### src/rtl/crc_faulty_memory_pkg.sv
// Shared types and constants for the CRC-protected faulty memory.
// Holds the controller state encoding, default generator polynomials and a width helper.
package crc_mem_pkg;

  typedef enum logic [2:0] {
    IDLE,
    W_CALC,
    W_STORE,
    R_FETCH,
    R_CALC,
    R_DONE
  } state_e;

  localparam logic [3:0] POLY_CRC4 = 4'h3;   // x^4 + x + 1
  localparam logic [7:0] POLY_CRC8 = 8'h07;  // x^8 + x^2 + x + 1

  function automatic int clog2(input int n);
    int r;
    r = 0;
    while ((1 << r) < n) r++;
    return r;
  endfunction

endpackage

### src/rtl/crc_faulty_memory_if.sv
// Host command / status bundle for crc_faulty_memory.
// The host drives commands through the master modport; the memory implements the slave.
interface crc_faulty_memory_if
  import crc_mem_pkg::*;
#(
  parameter int DATA_W    = 8,
  parameter int ADDR_W    = 4,
  parameter int CRC_W     = 4,
  parameter int BURST_W   = 2,
  parameter int ERR_CNT_W = 8
);
  localparam int FA_W = clog2(DATA_W + CRC_W);

  logic                 write;
  logic                 read;
  logic [DATA_W-1:0]    data_in;
  logic [ADDR_W-1:0]    addr_in;
  logic [FA_W-1:0]      fault_addr;
  logic [BURST_W-1:0]   burst_error_length;
  logic                 fault_enable;
  logic                 mem_write_busy;
  logic                 read_busy;
  logic                 data_valid;
  logic                 error_detected;
  logic [DATA_W-1:0]    data_out;
  logic [ERR_CNT_W-1:0] err_count;
  logic [ADDR_W-1:0]    err_addr;

  modport master (
    output write, read, data_in, addr_in, fault_addr, burst_error_length, fault_enable,
    input  mem_write_busy, read_busy, data_valid, error_detected, data_out, err_count, err_addr
  );

  modport slave (
    input  write, read, data_in, addr_in, fault_addr, burst_error_length, fault_enable,
    output mem_write_busy, read_busy, data_valid, error_detected, data_out, err_count, err_addr
  );

endinterface

### src/rtl/crc_faulty_memory_engine.sv
// Bit-serial CRC engine: one message bit per cycle, MSB first, zero init,
// no reflection and no final XOR. Shared by the write and read paths.
module crc_serial_engine
  import crc_mem_pkg::*;
#(
  parameter int               CRC_W = 4,
  parameter logic [CRC_W-1:0] POLY  = CRC_W'(POLY_CRC4)
) (
  input  logic             clk,
  input  logic             rst_n,
  input  logic             clear,
  input  logic             shift_en,
  input  logic             bit_in,
  output logic [CRC_W-1:0] crc_out
);

  logic [CRC_W-1:0] r_crc;
  logic             w_fb;

  assign w_fb    = r_crc[CRC_W-1] ^ bit_in;
  assign crc_out = r_crc;

  // NOTE: sequential state uses non-blocking assignments so every register
  // samples pre-edge values and simulation matches the synthesized flops.
  always_ff @(posedge clk) begin
    if (!rst_n) begin
      r_crc <= '0;
    end else if (clear) begin
      r_crc <= '0;
    end else if (shift_en) begin
      r_crc <= {r_crc[CRC_W-2:0], 1'b0} ^ (w_fb ? POLY : '0);
    end
  end

endmodule

### src/rtl/crc_faulty_memory.sv
// CRC-protected memory with serial CRC generation/check and burst-fault injection on reads.
// Codeword = {data, crc}; faults are applied only to the fetched copy, never to storage.
module crc_faulty_memory
  import crc_mem_pkg::*;
#(
  parameter int               DATA_W     = 8,
  parameter int               ADDR_W     = 4,
  parameter int               CRC_W      = 4,
  parameter logic [CRC_W-1:0] POLY       = CRC_W'(POLY_CRC4),
  parameter int               BURST_W    = 2,
  parameter bit               WRAP_FAULT = 1'b0,
  parameter int               ERR_CNT_W  = 8
) (
  input logic                clk,
  input logic                rst_n,
  crc_faulty_memory_if.slave bus
);

  localparam int CW     = DATA_W + CRC_W;
  localparam int FA_W   = clog2(CW);
  localparam int CNT_W  = clog2(DATA_W + 1);
  localparam int DEPTH  = 1 << ADDR_W;
  localparam int NBURST = 1 << BURST_W;
  localparam int WIDE_W = CW + NBURST;

  state_e               r_state, w_state_nxt;
  logic [CW-1:0]        r_mem [DEPTH];
  logic [ADDR_W-1:0]    r_addr;
  logic [DATA_W-1:0]    r_data;
  logic [DATA_W-1:0]    r_sh;
  logic [CNT_W-1:0]     r_cnt;
  logic [FA_W-1:0]      r_fault_addr;
  logic [BURST_W-1:0]   r_burst_len;
  logic                 r_fault_en;
  logic [CW-1:0]        r_cw;
  logic [DATA_W-1:0]    r_data_out;
  logic                 r_err;
  logic                 r_data_valid;
  logic [ERR_CNT_W-1:0] r_err_count;
  logic [ADDR_W-1:0]    r_err_addr;

  logic                 w_eng_clear;
  logic                 w_shift_en;
  logic                 w_bit_in;
  logic [CRC_W-1:0]     w_crc;
  logic [WIDE_W-1:0]    w_run;
  logic [WIDE_W-1:0]    w_wide;
  logic [CW-1:0]        w_mask;
  logic [CW-1:0]        w_faulted;
  logic                 w_mismatch;
  logic                 w_last_bit;

  crc_serial_engine #(
    .CRC_W (CRC_W),
    .POLY  (POLY)
  ) u_engine (
    .clk      (clk),
    .rst_n    (rst_n),
    .clear    (w_eng_clear),
    .shift_en (w_shift_en),
    .bit_in   (w_bit_in),
    .crc_out  (w_crc)
  );

  // Burst of (len+1) ones shifted to fault_addr; the overflow above the codeword MSB
  // is either folded back onto bit 0 or discarded.
  always_comb begin
    w_run  = ~({WIDE_W{1'b1}} << ({1'b0, r_burst_len} + (BURST_W+1)'(1)));
    w_wide = w_run << r_fault_addr;
    w_mask = '0;
    if ({1'b0, r_fault_addr} < (FA_W+1)'(CW)) begin
      w_mask = w_wide[CW-1:0];
      if (WRAP_FAULT) w_mask = w_mask | CW'(w_wide[WIDE_W-1:CW]);
    end
  end

  assign w_faulted  = r_mem[r_addr] ^ (r_fault_en ? w_mask : '0);
  assign w_mismatch = (w_crc != r_cw[CRC_W-1:0]);
  assign w_last_bit = (r_cnt == CNT_W'(DATA_W - 1));

  always_ff @(posedge clk) begin
    if (!rst_n) r_state <= IDLE;
    else        r_state <= w_state_nxt;
  end

  // NOTE: every signal driven here gets a default first, so no path leaves
  // one unassigned and no latch is inferred.
  always_comb begin
    w_state_nxt = r_state;
    w_eng_clear = 1'b0;
    w_shift_en  = 1'b0;
    w_bit_in    = 1'b0;
    unique case (r_state)
      IDLE: begin
        w_eng_clear = 1'b1;
        if (bus.write)     w_state_nxt = W_CALC;
        else if (bus.read) w_state_nxt = R_FETCH;
      end
      W_CALC: begin
        w_shift_en = 1'b1;
        w_bit_in   = r_sh[DATA_W-1];
        if (w_last_bit) w_state_nxt = W_STORE;
      end
      W_STORE: w_state_nxt = IDLE;
      R_FETCH: begin
        // The first data bit goes straight from the faulted fetch into the engine.
        w_shift_en  = 1'b1;
        w_bit_in    = w_faulted[CW-1];
        w_state_nxt = R_CALC;
      end
      R_CALC: begin
        w_shift_en = 1'b1;
        w_bit_in   = r_sh[DATA_W-1];
        if (w_last_bit) w_state_nxt = R_DONE;
      end
      R_DONE:  w_state_nxt = IDLE;
      default: w_state_nxt = IDLE;
    endcase
  end

  // NOTE: the memory array is cleared on reset because all-zero is a valid
  // codeword (CRC(0) = 0); reads after reset then report no error.
  always_ff @(posedge clk) begin
    if (!rst_n) begin
      for (int i = 0; i < DEPTH; i++) r_mem[i] <= '0;
      r_addr       <= '0;
      r_data       <= '0;
      r_sh         <= '0;
      r_cnt        <= '0;
      r_fault_addr <= '0;
      r_burst_len  <= '0;
      r_fault_en   <= 1'b0;
      r_cw         <= '0;
      r_data_out   <= '0;
      r_err        <= 1'b0;
      r_data_valid <= 1'b0;
      r_err_count  <= '0;
      r_err_addr   <= '0;
    end else begin
      r_data_valid <= 1'b0;
      unique case (r_state)
        IDLE: begin
          r_addr       <= bus.addr_in;
          r_data       <= bus.data_in;
          r_sh         <= bus.data_in;
          r_fault_addr <= bus.fault_addr;
          r_burst_len  <= bus.burst_error_length;
          r_fault_en   <= bus.fault_enable;
          r_cnt        <= '0;
        end
        W_CALC, R_CALC: begin
          r_sh  <= r_sh << 1;
          r_cnt <= r_cnt + CNT_W'(1);
        end
        W_STORE: r_mem[r_addr] <= {r_data, w_crc};
        R_FETCH: begin
          r_cw  <= w_faulted;
          r_sh  <= w_faulted[CW-1:CRC_W] << 1;
          r_cnt <= CNT_W'(1);
        end
        R_DONE: begin
          r_data_out   <= r_cw[CW-1:CRC_W];
          r_err        <= w_mismatch;
          r_data_valid <= 1'b1;
          if (w_mismatch) begin
            r_err_addr <= r_addr;
            if (r_err_count != '1) r_err_count <= r_err_count + ERR_CNT_W'(1);
          end
        end
        default: ;
      endcase
    end
  end

  assign bus.mem_write_busy = (r_state == W_CALC)  || (r_state == W_STORE);
  assign bus.read_busy      = (r_state == R_FETCH) || (r_state == R_CALC) || (r_state == R_DONE);
  assign bus.data_valid     = r_data_valid;
  assign bus.error_detected = r_err;
  assign bus.data_out       = r_data_out;
  assign bus.err_count      = r_err_count;
  assign bus.err_addr       = r_err_addr;

endmodule
### src/flat_wrapper.sv
// flat-port wrapper written by rule: the top's interface ports become plain ports
module crc_faulty_memory_flat import crc_mem_pkg::*;
#(
  parameter int               DATA_W     = 8,
  parameter int               ADDR_W     = 4,
  parameter int               CRC_W      = 4,
  parameter logic [CRC_W-1:0] POLY       = CRC_W'(POLY_CRC4),
  parameter int               BURST_W    = 2,
  parameter bit               WRAP_FAULT = 1'b0,
  parameter int               ERR_CNT_W  = 8
)
  (clk, rst_n, bus_write, bus_read, bus_data_in, bus_addr_in, bus_fault_addr, bus_burst_error_length, bus_fault_enable, bus_mem_write_busy, bus_read_busy, bus_data_valid, bus_error_detected, bus_data_out, bus_err_count, bus_err_addr);
  crc_faulty_memory_if #(.DATA_W(DATA_W), .ADDR_W(ADDR_W), .CRC_W(CRC_W), .BURST_W(BURST_W), .ERR_CNT_W(ERR_CNT_W)) bus_i ();
  input logic clk;
  input logic rst_n;
  input wire logic [$bits(bus_i.write)-1:0] bus_write;
  input wire logic [$bits(bus_i.read)-1:0] bus_read;
  input wire logic [$bits(bus_i.data_in)-1:0] bus_data_in;
  input wire logic [$bits(bus_i.addr_in)-1:0] bus_addr_in;
  input wire logic [$bits(bus_i.fault_addr)-1:0] bus_fault_addr;
  input wire logic [$bits(bus_i.burst_error_length)-1:0] bus_burst_error_length;
  input wire logic [$bits(bus_i.fault_enable)-1:0] bus_fault_enable;
  output wire logic [$bits(bus_i.mem_write_busy)-1:0] bus_mem_write_busy;
  output wire logic [$bits(bus_i.read_busy)-1:0] bus_read_busy;
  output wire logic [$bits(bus_i.data_valid)-1:0] bus_data_valid;
  output wire logic [$bits(bus_i.error_detected)-1:0] bus_error_detected;
  output wire logic [$bits(bus_i.data_out)-1:0] bus_data_out;
  output wire logic [$bits(bus_i.err_count)-1:0] bus_err_count;
  output wire logic [$bits(bus_i.err_addr)-1:0] bus_err_addr;
  assign bus_i.write = bus_write;
  assign bus_i.read = bus_read;
  assign bus_i.data_in = bus_data_in;
  assign bus_i.addr_in = bus_addr_in;
  assign bus_i.fault_addr = bus_fault_addr;
  assign bus_i.burst_error_length = bus_burst_error_length;
  assign bus_i.fault_enable = bus_fault_enable;
  assign bus_mem_write_busy = bus_i.mem_write_busy;
  assign bus_read_busy = bus_i.read_busy;
  assign bus_data_valid = bus_i.data_valid;
  assign bus_error_detected = bus_i.error_detected;
  assign bus_data_out = bus_i.data_out;
  assign bus_err_count = bus_i.err_count;
  assign bus_err_addr = bus_i.err_addr;
  crc_faulty_memory #(.DATA_W(DATA_W), .ADDR_W(ADDR_W), .CRC_W(CRC_W), .POLY(POLY), .BURST_W(BURST_W), .WRAP_FAULT(WRAP_FAULT), .ERR_CNT_W(ERR_CNT_W)) u_core (.clk(clk), .rst_n(rst_n), .bus(bus_i));
endmodule
### config.mk
export PLATFORM = sky130hd
export DESIGN_NAME = crc_faulty_memory_flat
export DESIGN_NICKNAME = d
export VERILOG_FILES = /design/src/rtl/crc_faulty_memory_pkg.sv /design/src/rtl/crc_faulty_memory_if.sv /design/src/rtl/crc_faulty_memory_engine.sv /design/src/rtl/crc_faulty_memory.sv /design/src/flat_wrapper.sv
export SDC_FILE = /design/constraint.sdc
export NUM_CORES = 1
export LEC_CHECK = 0
export ABC_AREA = 0
export CORE_ASPECT_RATIO = 0.75
export CORE_MARGIN = 2
export CORE_UTILIZATION = 35
export DETAILED_ROUTE_END_ITERATION = 10
export GPL_TIMING_DRIVEN = 1
export SYNTH_ARGS = -nofsm -noshare
export SYNTH_HDL_FRONTEND = slang
export SYNTH_SLANG_ARGS = --single-unit
### constraint.sdc
create_clock -name clk -period 2.2 [get_ports clk]
set_input_delay 0.44 -clock clk [delete_from_list [all_inputs] [get_ports clk]]
set_output_delay 0.44 -clock clk [all_outputs]
set_load 0.02 [all_outputs]
==> out/results.tsv <==
stage	metric	value	unit
timing	fmaxAchievable	0.4288	GHz
synth	yosysTopAreaCell	edfxtp_1	
global_route	grt_overflow_total	0	
synth	synth-async-reset-ratio	0	%
synth	syn_inst	974	
placement	dpl_cell_area	13840	um2
critical_path	crit_path_end_kind	flip-flop	
status	violations	setup timing	
timing	worstMarginPinSlew	0.8066	ns
power_and_ir_drop	switching_share	23.84	%
floorplan	core	34550	um2
floorplan	die_area	36470	um2
power_and_ir_drop	combPwrFrac	10.1	%
clock_network	ctsLongestPathBuffers	3	
timing	fin_crit_sh	106.0	%
synth	synth.area.top_cells	edfxtp_1 47%, dfxtp_1 12%, mux4_2 9.9%	
hold_path	min_path_type	input port to flip-flop	
placement	dp.cells	1503	
synth	syn-cell-area	12230	um2
status	status	complete, but fails checks	
clock_network	ctsHoldBuffers	0	
synth	ys_seq_area_share	59.57	%
clock_network	cts-buffers-inserted	27	
global_route	grt_pass1_wl	49070	um
synth	synthFlopType	edfxtp_1	
clock_network	clock-sinks	268	
placement	port_buffers	46	
synth	synth_mux_area_share	12.55	%
critical_path	worstPathRequired	2.65	ns
clock_network	cts_tree	done	
power_and_ir_drop	p_clk_share	40.1	%
power_and_ir_drop	p_seq_share	49.8	%
timing	timing.slew.headroom	46.15	%
detailed_routing	dr.first_iter.drc_count	702	
critical_path	crit_path_frequent_cell	mux4_2	
detailed_routing	vias	7974	
detailed_routing	first_pass_iters	5	
placement	hpwl	22430	um
timing	fin_setup_tns	-0.6472	ns
placement	routabilityCongestion	0.8597	
global_route	grt_max_degree	29	
power_and_ir_drop	irDropWorstVdd	599.6	uV
synth	netlist-cell-type-count	56	
synth	synthTopCellsByCount	192 x edfxtp_1, 179 x and2_1, 83 x nand2_1, 76 x dfxtp_1, 65 x clkbuf_1	
final_layout	final_core_util	43.28	%
timing	hold_viol	0	
final_layout	n_antenna_cell	0	
detailed_routing	route.detailed.drc	0	
detailed_routing	viasPerCell	5.108	
critical_path	crit_arrival	2.78	ns
synth	yosysWarnings	0	
power_and_ir_drop	intPower	8.766	mW
critical_path	crit_chain	buf_12 > mux4_2 > mux4_2 > or3_1 > a311oi_2	
clock_network	htreeDepth	1	
final_layout	drive_gt1_share	22.83	%
final_layout	final_cells	1561	
synth	synth_top_area_share	47.14	%
critical_path	critical_path.top_delay_family	multiplexers	
synth	synth_compound_area_share	5.626	%
synth	synth-simple-area-share	17.30	%
synth	syn_nets	999	
detailed_routing	routed_wl	32260	um
power_and_ir_drop	power.total	11.51	mW
floorplan	num_rows	59	
final_layout	nets	1110	
synth	ys_ff_latch	268	
flow_run	maxCapViolCount	0	
critical_path	start_kind	flip-flop	
power_and_ir_drop	leakagePower	5.402	nW
global_route	grt_usage	17.92	%
clock_network	cts_root_buffer	clkbuf_16	
synth	synth_top_family_by_area	simple AND/OR/NAND/NOR gates	
global_route	grt_pass1_vias	7837	
timing	hold_ws	0.4623	ns
critical_path	worstSetupPathType	flip-flop to flip-flop	
timing	finClkSkew	0.01045	ns
timing	setup_violations	13	
clock_network	path_clk_slew	0.06	ns
floorplan	die_h	165.9	um
power_and_ir_drop	p_per_area	769.8	nW/um2
global_route	antenna_found_initial	2	
timing	rsz0062_at_grt	yes	
synth	yosys.area_share.xor_xnor	1.708	%
timing	slew_violations	0	
timing	fin_crit	2.332	ns
timing	setup_ws	-0.1318	ns
critical_path	cp_slowest_cell	mux4_2	
floorplan	boundaryPins	47	
critical_path	cp_max_fo	8	
synth	synth_fa_ha_area_share	0.2864	%
final_layout	finish.instance_area	14950	um2
synth	syn_area_per_cell	12.56	um2
critical_path	path_buf_inv	1	
synth	yosysMostFrequentCell	edfxtp_1	
final_layout	fill_cells	3190	
clock_network	clk_latency	0.54	ns
placement	place_ws	-0.2893	ns
detailed_routing	detail-route-antenna-nets	0	
floorplan	initial_core_util	35.40	%
synth	synth_edf_count	192	
critical_path	critPathMaxStageDelay	0.56	ns
power_and_ir_drop	power.net_switching	2.743	mW
floorplan	die_w	219.9	um
final_layout	syn2layout_area_growth	22.24	%
detailed_routing	routedWlPerCell	20.67	um
flip-flops by register name, summed over array words and instances (netlist names), named ones only:
name / cells
u_core.r_addr: 4
u_core.r_state: 3
u_core.r_cw: 12
u_core.bus.error_detected: 1
u_core.u_engine.crc_out: 4
u_core.r_data: 8
u_core.r_fault_en: 1
u_core.r_burst_len: 2
u_core.r_sh: 8
u_core.bus.data_out: 8
u_core.r_fault_addr: 4
u_core.r_mem: 192
u_core.bus.data_valid: 1
u_core.r_cnt: 4
u_core.bus.err_addr: 4
u_core.bus.err_count: 8
worst min-delay path: cells and delay by family:
kind,cells,cell delay (ns)
buffers and inverters,1,0.40
and+or+nand+nor,1,0.06
AOI/OAI and AO/OA,1,0.05
placed cells by master (no fill, tap or decap), types with 3 or more instances in the layout:
cell type and instances:
edfxtp_1 192, and2_1 179, buf_4 100, nand2_1 82, dfxtp_1 74, nor2_1 61
mux4_2 59, clkdlybuf4s50_1 44, a21oi_1 42, clkbuf_16 27, o21ai_0 24, nor3_1 22
o21ai_1 15, mux2i_1 14, nand2b_1 13, buf_12 11, a21oi_2 9, o22ai_1 9
xor2_1 8, xnor2_1 7, nor4_1 7, clkinv_2 7, buf_6 7, nor2b_1 6
nand3_1 5, xnor2_2 5, nand3b_1 4, a211oi_1 4, clkinv_1 4, inv_2 3
nand4_1 3, clkbuf_1 3, bufinv_16 3
cell type report:
cell class	instances	area [um2]	share of cell area (%)
Tap cell	457	571.8	3.824
Sequential cell	268	7295	48.79
Clock inverter	16	152.6	1.021
Multi-Input combinational cell	619	4700	31.43
Timing Repair Buffer	164	1500	10.03
Clock buffer	32	714.4	4.778
Inverter	5	18.77	0.1255
timing repair:
action | 4_1_cts | 5_1_grt
setup endpoints to repair | 22 | 22
pin swaps | 9 | 9
cloned | 1 | 0
buffers inserted | 7 | 5
gates resized for setup | 19 | 23
power groups by stage:
stage,registers (mW),clock network (mW),logic (mW)
global route,5.75,4.89,1.25
CTS,5.73,4.69,1.15
floorplan,5.74,0,0.666
detailed placement,5.83,0,1.09
finish,5.73,4.61,1.17
global placement,5.83,0,1.08
layer usage:
metal | part of all wire, % | vias to the layer above | global-route usage (%)
met5 | 0 | - | 0
met3 | 6.9 | 31 | 4.304
met2 | 43 | 225 | 25.35
met1 | 49 | 3988 | 28.25
met4 | 1.3 | 0 | 2.626
li1 | - | 3730 | -
cell families after synthesis:
family	after synthesis
xor gates and xnor gates	23
adders and majority gates	3
and+or+nand+nor	397
AOI/OAI and AO/OA	120
buffers and inverters	87
DFF	268
muxes	76
worst paths after layout:
path,endpoint,slack (ns),from,cells past startpoint
worst min register to register,u_core.r_cw[4],0.47,u_core.r_cw[4],2
worst max register to register,u_core.r_cw[3],-0.13,flip-flop,5
worst max-delay path,u_core.r_cw[3],-0.13,flip-flop,5
worst min-delay path,u_core.r_fault_en,0.46,bus_fault_enable,3
No activity file was read; power rests on OpenSTA's default activity.
==> RTL edit 1 (config.mk and constraints unchanged) <==
`CRC_W` is set to 4 in 4 places; all go to 5.
--- a/src/rtl/crc_faulty_memory_if.sv
+++ b/src/rtl/crc_faulty_memory_if.sv
@@ -6,5 +6,5 @@
   parameter int DATA_W    = 8,
   parameter int ADDR_W    = 4,
-  parameter int CRC_W     = 4,
+  parameter int CRC_W     = 5,
   parameter int BURST_W   = 2,
   parameter int ERR_CNT_W = 8
--- a/src/rtl/crc_faulty_memory_engine.sv
+++ b/src/rtl/crc_faulty_memory_engine.sv
@@ -4,5 +4,5 @@
   import crc_mem_pkg::*;
 #(
-  parameter int               CRC_W = 4,
+  parameter int               CRC_W = 5,
   parameter logic [CRC_W-1:0] POLY  = CRC_W'(POLY_CRC4)
 ) (
--- a/src/rtl/crc_faulty_memory.sv
+++ b/src/rtl/crc_faulty_memory.sv
@@ -6,5 +6,5 @@
   parameter int               DATA_W     = 8,
   parameter int               ADDR_W     = 4,
-  parameter int               CRC_W      = 4,
+  parameter int               CRC_W      = 5,
   parameter logic [CRC_W-1:0] POLY       = CRC_W'(POLY_CRC4),
   parameter int               BURST_W    = 2,
--- a/src/flat_wrapper.sv
+++ b/src/flat_wrapper.sv
@@ -4,5 +4,5 @@
   parameter int               DATA_W     = 8,
   parameter int               ADDR_W     = 4,
-  parameter int               CRC_W      = 4,
+  parameter int               CRC_W      = 5,
   parameter logic [CRC_W-1:0] POLY       = CRC_W'(POLY_CRC4),
   parameter int               BURST_W    = 2,
Check against the original RTL: same outputs for any inputs over 10 cycles, from zero or initial values and one cycle with rst_n low; that may be too few to reach the edited logic, so the function may still have changed.
==> RTL edit 1 against the unedited design <==
- the flow still finishes with violations (negative setup slack)
- cell area rose by 6.6%
- setup slack lost 0.056 ns
- critical path depth increased by 3
- wire length up 10%
- area after synthesis up 6.7%
- clock skew rose by 0.0057 ns
- sequential cell count is 18 higher
- critical endpoint is now u_core.u_engine.crc_out[0]
- largest cell class unchanged
Power is not compared: it rests on default switching activity, and its combinational part moved more than twofold at a synthesized area within 25%.
==> RTL edit 1: results (changes against the unedited design) <==
stage,metric,value,unit,change
clocking,total CTS buffers,29,,was 27
sta,final setup fails,20,,was 13
outcome,failing checks,negative setup slack,,unchanged
sta,final setup margin,-0.188,ns,was -0.132 ns
critical_path,RR Endpoint,u_core.u_engine.crc_out[0],,was u_core.r_cw[3]
hold_path,Hold Crit Class,in2reg,,unchanged
layout,FILL cells,3439,,"was 3,190"
routing,routed length per instance,21.4,microns,was 20.7 microns
global_routing,Global Route Usage Sum,0.184,,was 0.179
placed_design,dpl cell area,14800,sq um,"was 13,800 sq um"
routing,DR vias/cell,5.08,,was 5.11
hold_path,min-delay src,bus_burst_error_length[0],,was bus_fault_enable
hold_path,Hold EP,u_core.r_burst_len[0],,was u_core.r_fault_en
critical_path,"Arr. time, crit path",2.88,ns,was 2.78 ns
placed_design,setup slack at placement,-0.327,ns,was -0.289 ns
synthesis,syn nets,1035,,was 999
layout,Multi-input gate area,4930,sq um,was 4700 sq um
clocking,clock latency on the worst-skew pair,0.56,ns,was 0.54 ns
placed_design,RePlAce Congestion,0.832,,was 0.860
placed_design,cell total after placement,1596,,"was 1,503"
sta,WHS,0.434,ns,was 0.462 ns
placed_design,hpwl dp,24900,microns,"was 22,400 microns"
global_routing,initial antenna violation count,3,,was 2
synthesis,most frequent cells after synthesis,"and2_1 (209), edfxtp_1 (208), nand2_1 (79)",,"was edfxtp_1 (192), and2_1 (179), nand2_1 (83)"
sta,setup TNS,-2.37,ns,was -0.647 ns
pwr,maximum vdd ir drop,0.441,mV,
synthesis,number of synthesized flops with an enable pin,208,,was 192
global_routing,largest net degree at the start of global routing,63,,was 29
placed_design,PortBufs,46,,unchanged
critical_path,CP max FO,6,,was 8
outcome,status,"complete, but fails checks",,unchanged
sta,Slew HR,0.366,,was 0.462
synthesis,Cell variety after synth,61,,was 56
synthesis,main area contributors after synthesis,"edfxtp_1 (48%), dfxtp_1 (12%), and2_1 (10%)",,"was edfxtp_1 (47%), dfxtp_1 (12%), mux4_2 (9.9%)"
synthesis,register area share after synthesis,0.598,,was 0.596
routing,Routed WL,35600,microns,"was 32,300 microns"
global_routing,vias in the first global route,7971,,"was 7,837"
[RTL edit 1: changes by cell type in the layout (fill, tap and decap cells not counted), moves of 5 or more]
cell / before / now
and2_1: 179 / 209
buf_4: 100 / 108
buf_6: 7 / 1
clkbuf_1: 3 / 8
edfxtp_1: 192 / 208
mux2i_1: 14 / 19
nand2_1: 82 / 77
nor2_1: 61 / 70
nor3_1: 22 / 8
nor4_1: 7 / 1
xor2_1: 8 / 13
[RTL edit 1: logic make-up (layout without fill, tap and decap cells)]
family,after synthesis,count (layout),synth area share
adder cells (fa/ha/maj),2,2,0.00192
flip-flops,286,286,0.598
AO/OA/AOI/OAI,115,115,0.0531
other,0,1,0
AND/OR/NAND/NOR,412,412,0.169
multiplexers,85,85,0.130
XOR/XNOR,25,25,0.0178
buffers and inverters,85,232,0.0304
[RTL edit 1: layout make-up]
class                           instances  area share
Clock buffer                           39      0.0491
Sequential cell                       286       0.490
Antenna cell                            1    0.000157
Multi-Input combinational cell        639       0.310
Tap cell                              504      0.0396
Clock inverter                         14     0.00730
Timing Repair Buffer                  171       0.102
Inverter                                8     0.00188
[RTL edit 1: repair_timing]
item                       in CTS  in global routing
pin swaps                      10                  8
buffers inserted               10                  0
hold buffers                    0                  0
setup endpoints to repair      23                 23
resized for setup              25                 13
cloned                          2                  1
[RTL edit 1: per-layer routing]
layer,part of all wire,wire length (microns),global-route usage,vias up
li1,-,-,-,3890
met1,0.48,17100,0.284,4260
met2,0.43,15400,0.268,260
met3,0.074,2640,0.0410,30
met4,0.014,497,0.0313,0
met5,0,0,0,-
[RTL edit 1: worst min-delay path, stage by stage]
cell and delay (ns):
clkdlybuf4s50_1 0.40, nand2_1 0.06, a21oi_1 0.05
==> RTL edit 2 (same flow settings) <==
Made on the original files. Reset style: asynchronous (`rst_n`), changed in 3 clocked blocks.
--- a/src/rtl/crc_faulty_memory_engine.sv
+++ b/src/rtl/crc_faulty_memory_engine.sv
@@ -23,5 +23,5 @@
   // NOTE: sequential state uses non-blocking assignments so every register
   // samples pre-edge values and simulation matches the synthesized flops.
-  always_ff @(posedge clk) begin
+  always_ff @(posedge clk or negedge rst_n) begin
     if (!rst_n) begin
       r_crc <= '0;
--- a/src/rtl/crc_faulty_memory.sv
+++ b/src/rtl/crc_faulty_memory.sv
@@ -79,5 +79,5 @@
   assign w_last_bit = (r_cnt == CNT_W'(DATA_W - 1));
 
-  always_ff @(posedge clk) begin
+  always_ff @(posedge clk or negedge rst_n) begin
     if (!rst_n) r_state <= IDLE;
     else        r_state <= w_state_nxt;
@@ -121,5 +121,5 @@
   // NOTE: the memory array is cleared on reset because all-zero is a valid
   // codeword (CRC(0) = 0); reads after reset then report no error.
-  always_ff @(posedge clk) begin
+  always_ff @(posedge clk or negedge rst_n) begin
     if (!rst_n) begin
       for (int i = 0; i < DEPTH; i++) r_mem[i] <= '0;
Behaviour: differs if rst_n is asserted again (counterexample within 4 cycles, from zero or initial values and one cycle with rst_n low); with rst_n held inactive, the same outputs for 10 cycles.
==> RTL edit 2 against the unedited design <==
- area after synthesis decreased by 0.42%
- final cell count decreased by 7.8%
- die area fell by 0.41%
- non-clock buffer count down 20
- setup slack worse by 0.018 ns
- cell area shrank 0.18%
- largest cell class unchanged
- wire length down 5.6%
- the flow still finishes with violations (negative setup slack)
- sequential cell count fell by 4
Power is not compared: it rests on default switching activity, and its combinational part moved more than twofold at a synthesized area within 25%.
==> RTL edit 2: results (changes against the unedited design) <==
stage,metric,value,unit,change
routing,DR vias/cell,5.16,,was 5.11
synthesis,Synth Area in Compound Gates,0.0389,,was 0.0563
critical_path,Max stage delay on crit path,0.53,ns,was 0.56 ns
clocking,Post-CTS Hold Fix Bufs,1,,was 0
synthesis,most frequent cells after synthesis,"dfrtp_1 (264), mux2_2 (215), nand2_1 (58)",,"was edfxtp_1 (192), and2_1 (179), nand2_1 (83)"
global_routing,Global Route Usage Sum,0.175,,was 0.179
global_routing,largest net degree at the start of global routing,70,,was 29
critical_path,CP max FO,7,,was 8
routing,TritonRoute pass-1 iters,4,,was 5
synthesis,syn nets,885,,was 999
synthesis,register area share after synthesis,0.542,,was 0.596
synthesis,Post-Synth XOR/XNOR Area,0.0200,,was 0.0171
synthesis,top_reg_cell synth,dfrtp_1,,was edfxtp_1
global_routing,first-pass GRT wire length,47700,microns,"was 49,100 microns"
synthesis,area share of fa/ha/maj cells after synthesis,0.00205,,was 0.00286
outcome,failing checks,negative setup slack,,unchanged
global_routing,vias in the first global route,7698,,"was 7,837"
layout,layout cells sized above 1,0.457,,was 0.228
placed_design,dpl cell area,13700,sq um,"was 13,800 sq um"
synthesis,post-synthesis mux area share,0.311,,was 0.126
synthesis,Cell variety after synth,51,,was 56
layout,Nets,989,,"was 1,110"
sta,clock skew,0.0137,ns,was 0.0104 ns
clocking,CTS-repair resized insts,59,,was 19
routing,Routed WL,30400,microns,"was 32,300 microns"
routing,initial drt markers,479,,was 702
outcome,status,"complete, but fails checks",,unchanged
hold_path,Hold Crit Class,in2async,,was in2reg
sta,final setup margin,-0.150,ns,was -0.132 ns
placed_design,hpwl dp,20600,microns,"was 22,400 microns"
critical_path,worst reg2reg path depth,7,,was 5
sta,final setup fails,26,,was 13
## RTL edit 2: power groups by stage
| stage | sequential [mW] | clock (mW) | combinational, mW |
|---|---|---|---|
| after floorplan | 6.62 | 0 | 3.73 |
| after global placement | 7.03 | 0 | 5.30 |
| after detailed placement | 7.05 | 0 | 5.38 |
| after CTS | 6.99 | 4.79 | 5.75 |
| after global routing | 7.19 | 5.00 | 6.30 |
| final | 7.01 | 4.68 | 5.80 |
## RTL edit 2: final cells by class
cell class                 count  area (sq um)
tap                          457           572
clock buffer                  39           781
inverter                       4          15.0
timing repair buffer         144          1430
clock inverter                 9           120
sequential                   264          6620
multi-input combinational    523          5400
fill                        3142         19500
## RTL edit 2: per-layer routing
| layer | vias to the layer above | global-route usage | wire, microns | share of wire |
|---|---|---|---|---|
| li1 | 3356 | - | - | - |
| met1 | 3859 | 0.269 | 14900 | 0.49 |
| met2 | 174 | 0.251 | 12800 | 0.42 |
| met3 | 41 | 0.0341 | 2090 | 0.069 |
| met4 | 0 | 0.0424 | 667 | 0.022 |
| met5 | - | 0 | 0 | 0 |
## RTL edit 2: worst paths after layout
check | slack [ns] | end | startpoint
setup / recovery | -0.15 | u_core.r_sh[4] | u_core.r_addr[0]
hold / removal | 0.38 | u_core.r_data[1] | rst_n
setup reg to reg | -0.15 | u_core.r_sh[4] | u_core.r_addr[0]
hold reg to reg | 0.48 | u_core.bus.data_out[5] | u_core.bus.data_out[5]
max in group asynchronous | 1.03 | u_core.r_mem[143] | rst_n
min in group clk | 0.48 | u_core.bus.data_out[5] | u_core.bus.data_out[5]
## RTL edit 2: through the flow
step	std cells	power, mW	TNS [ns]
floorplan	860	10.4	0
global placement	1381	12.3	-6.28
detailed placement	1381	12.4	-6.59
CTS	1437	17.5	-1.93
global route	1440	18.5	-3.63
finish	1440	17.5	-1.77
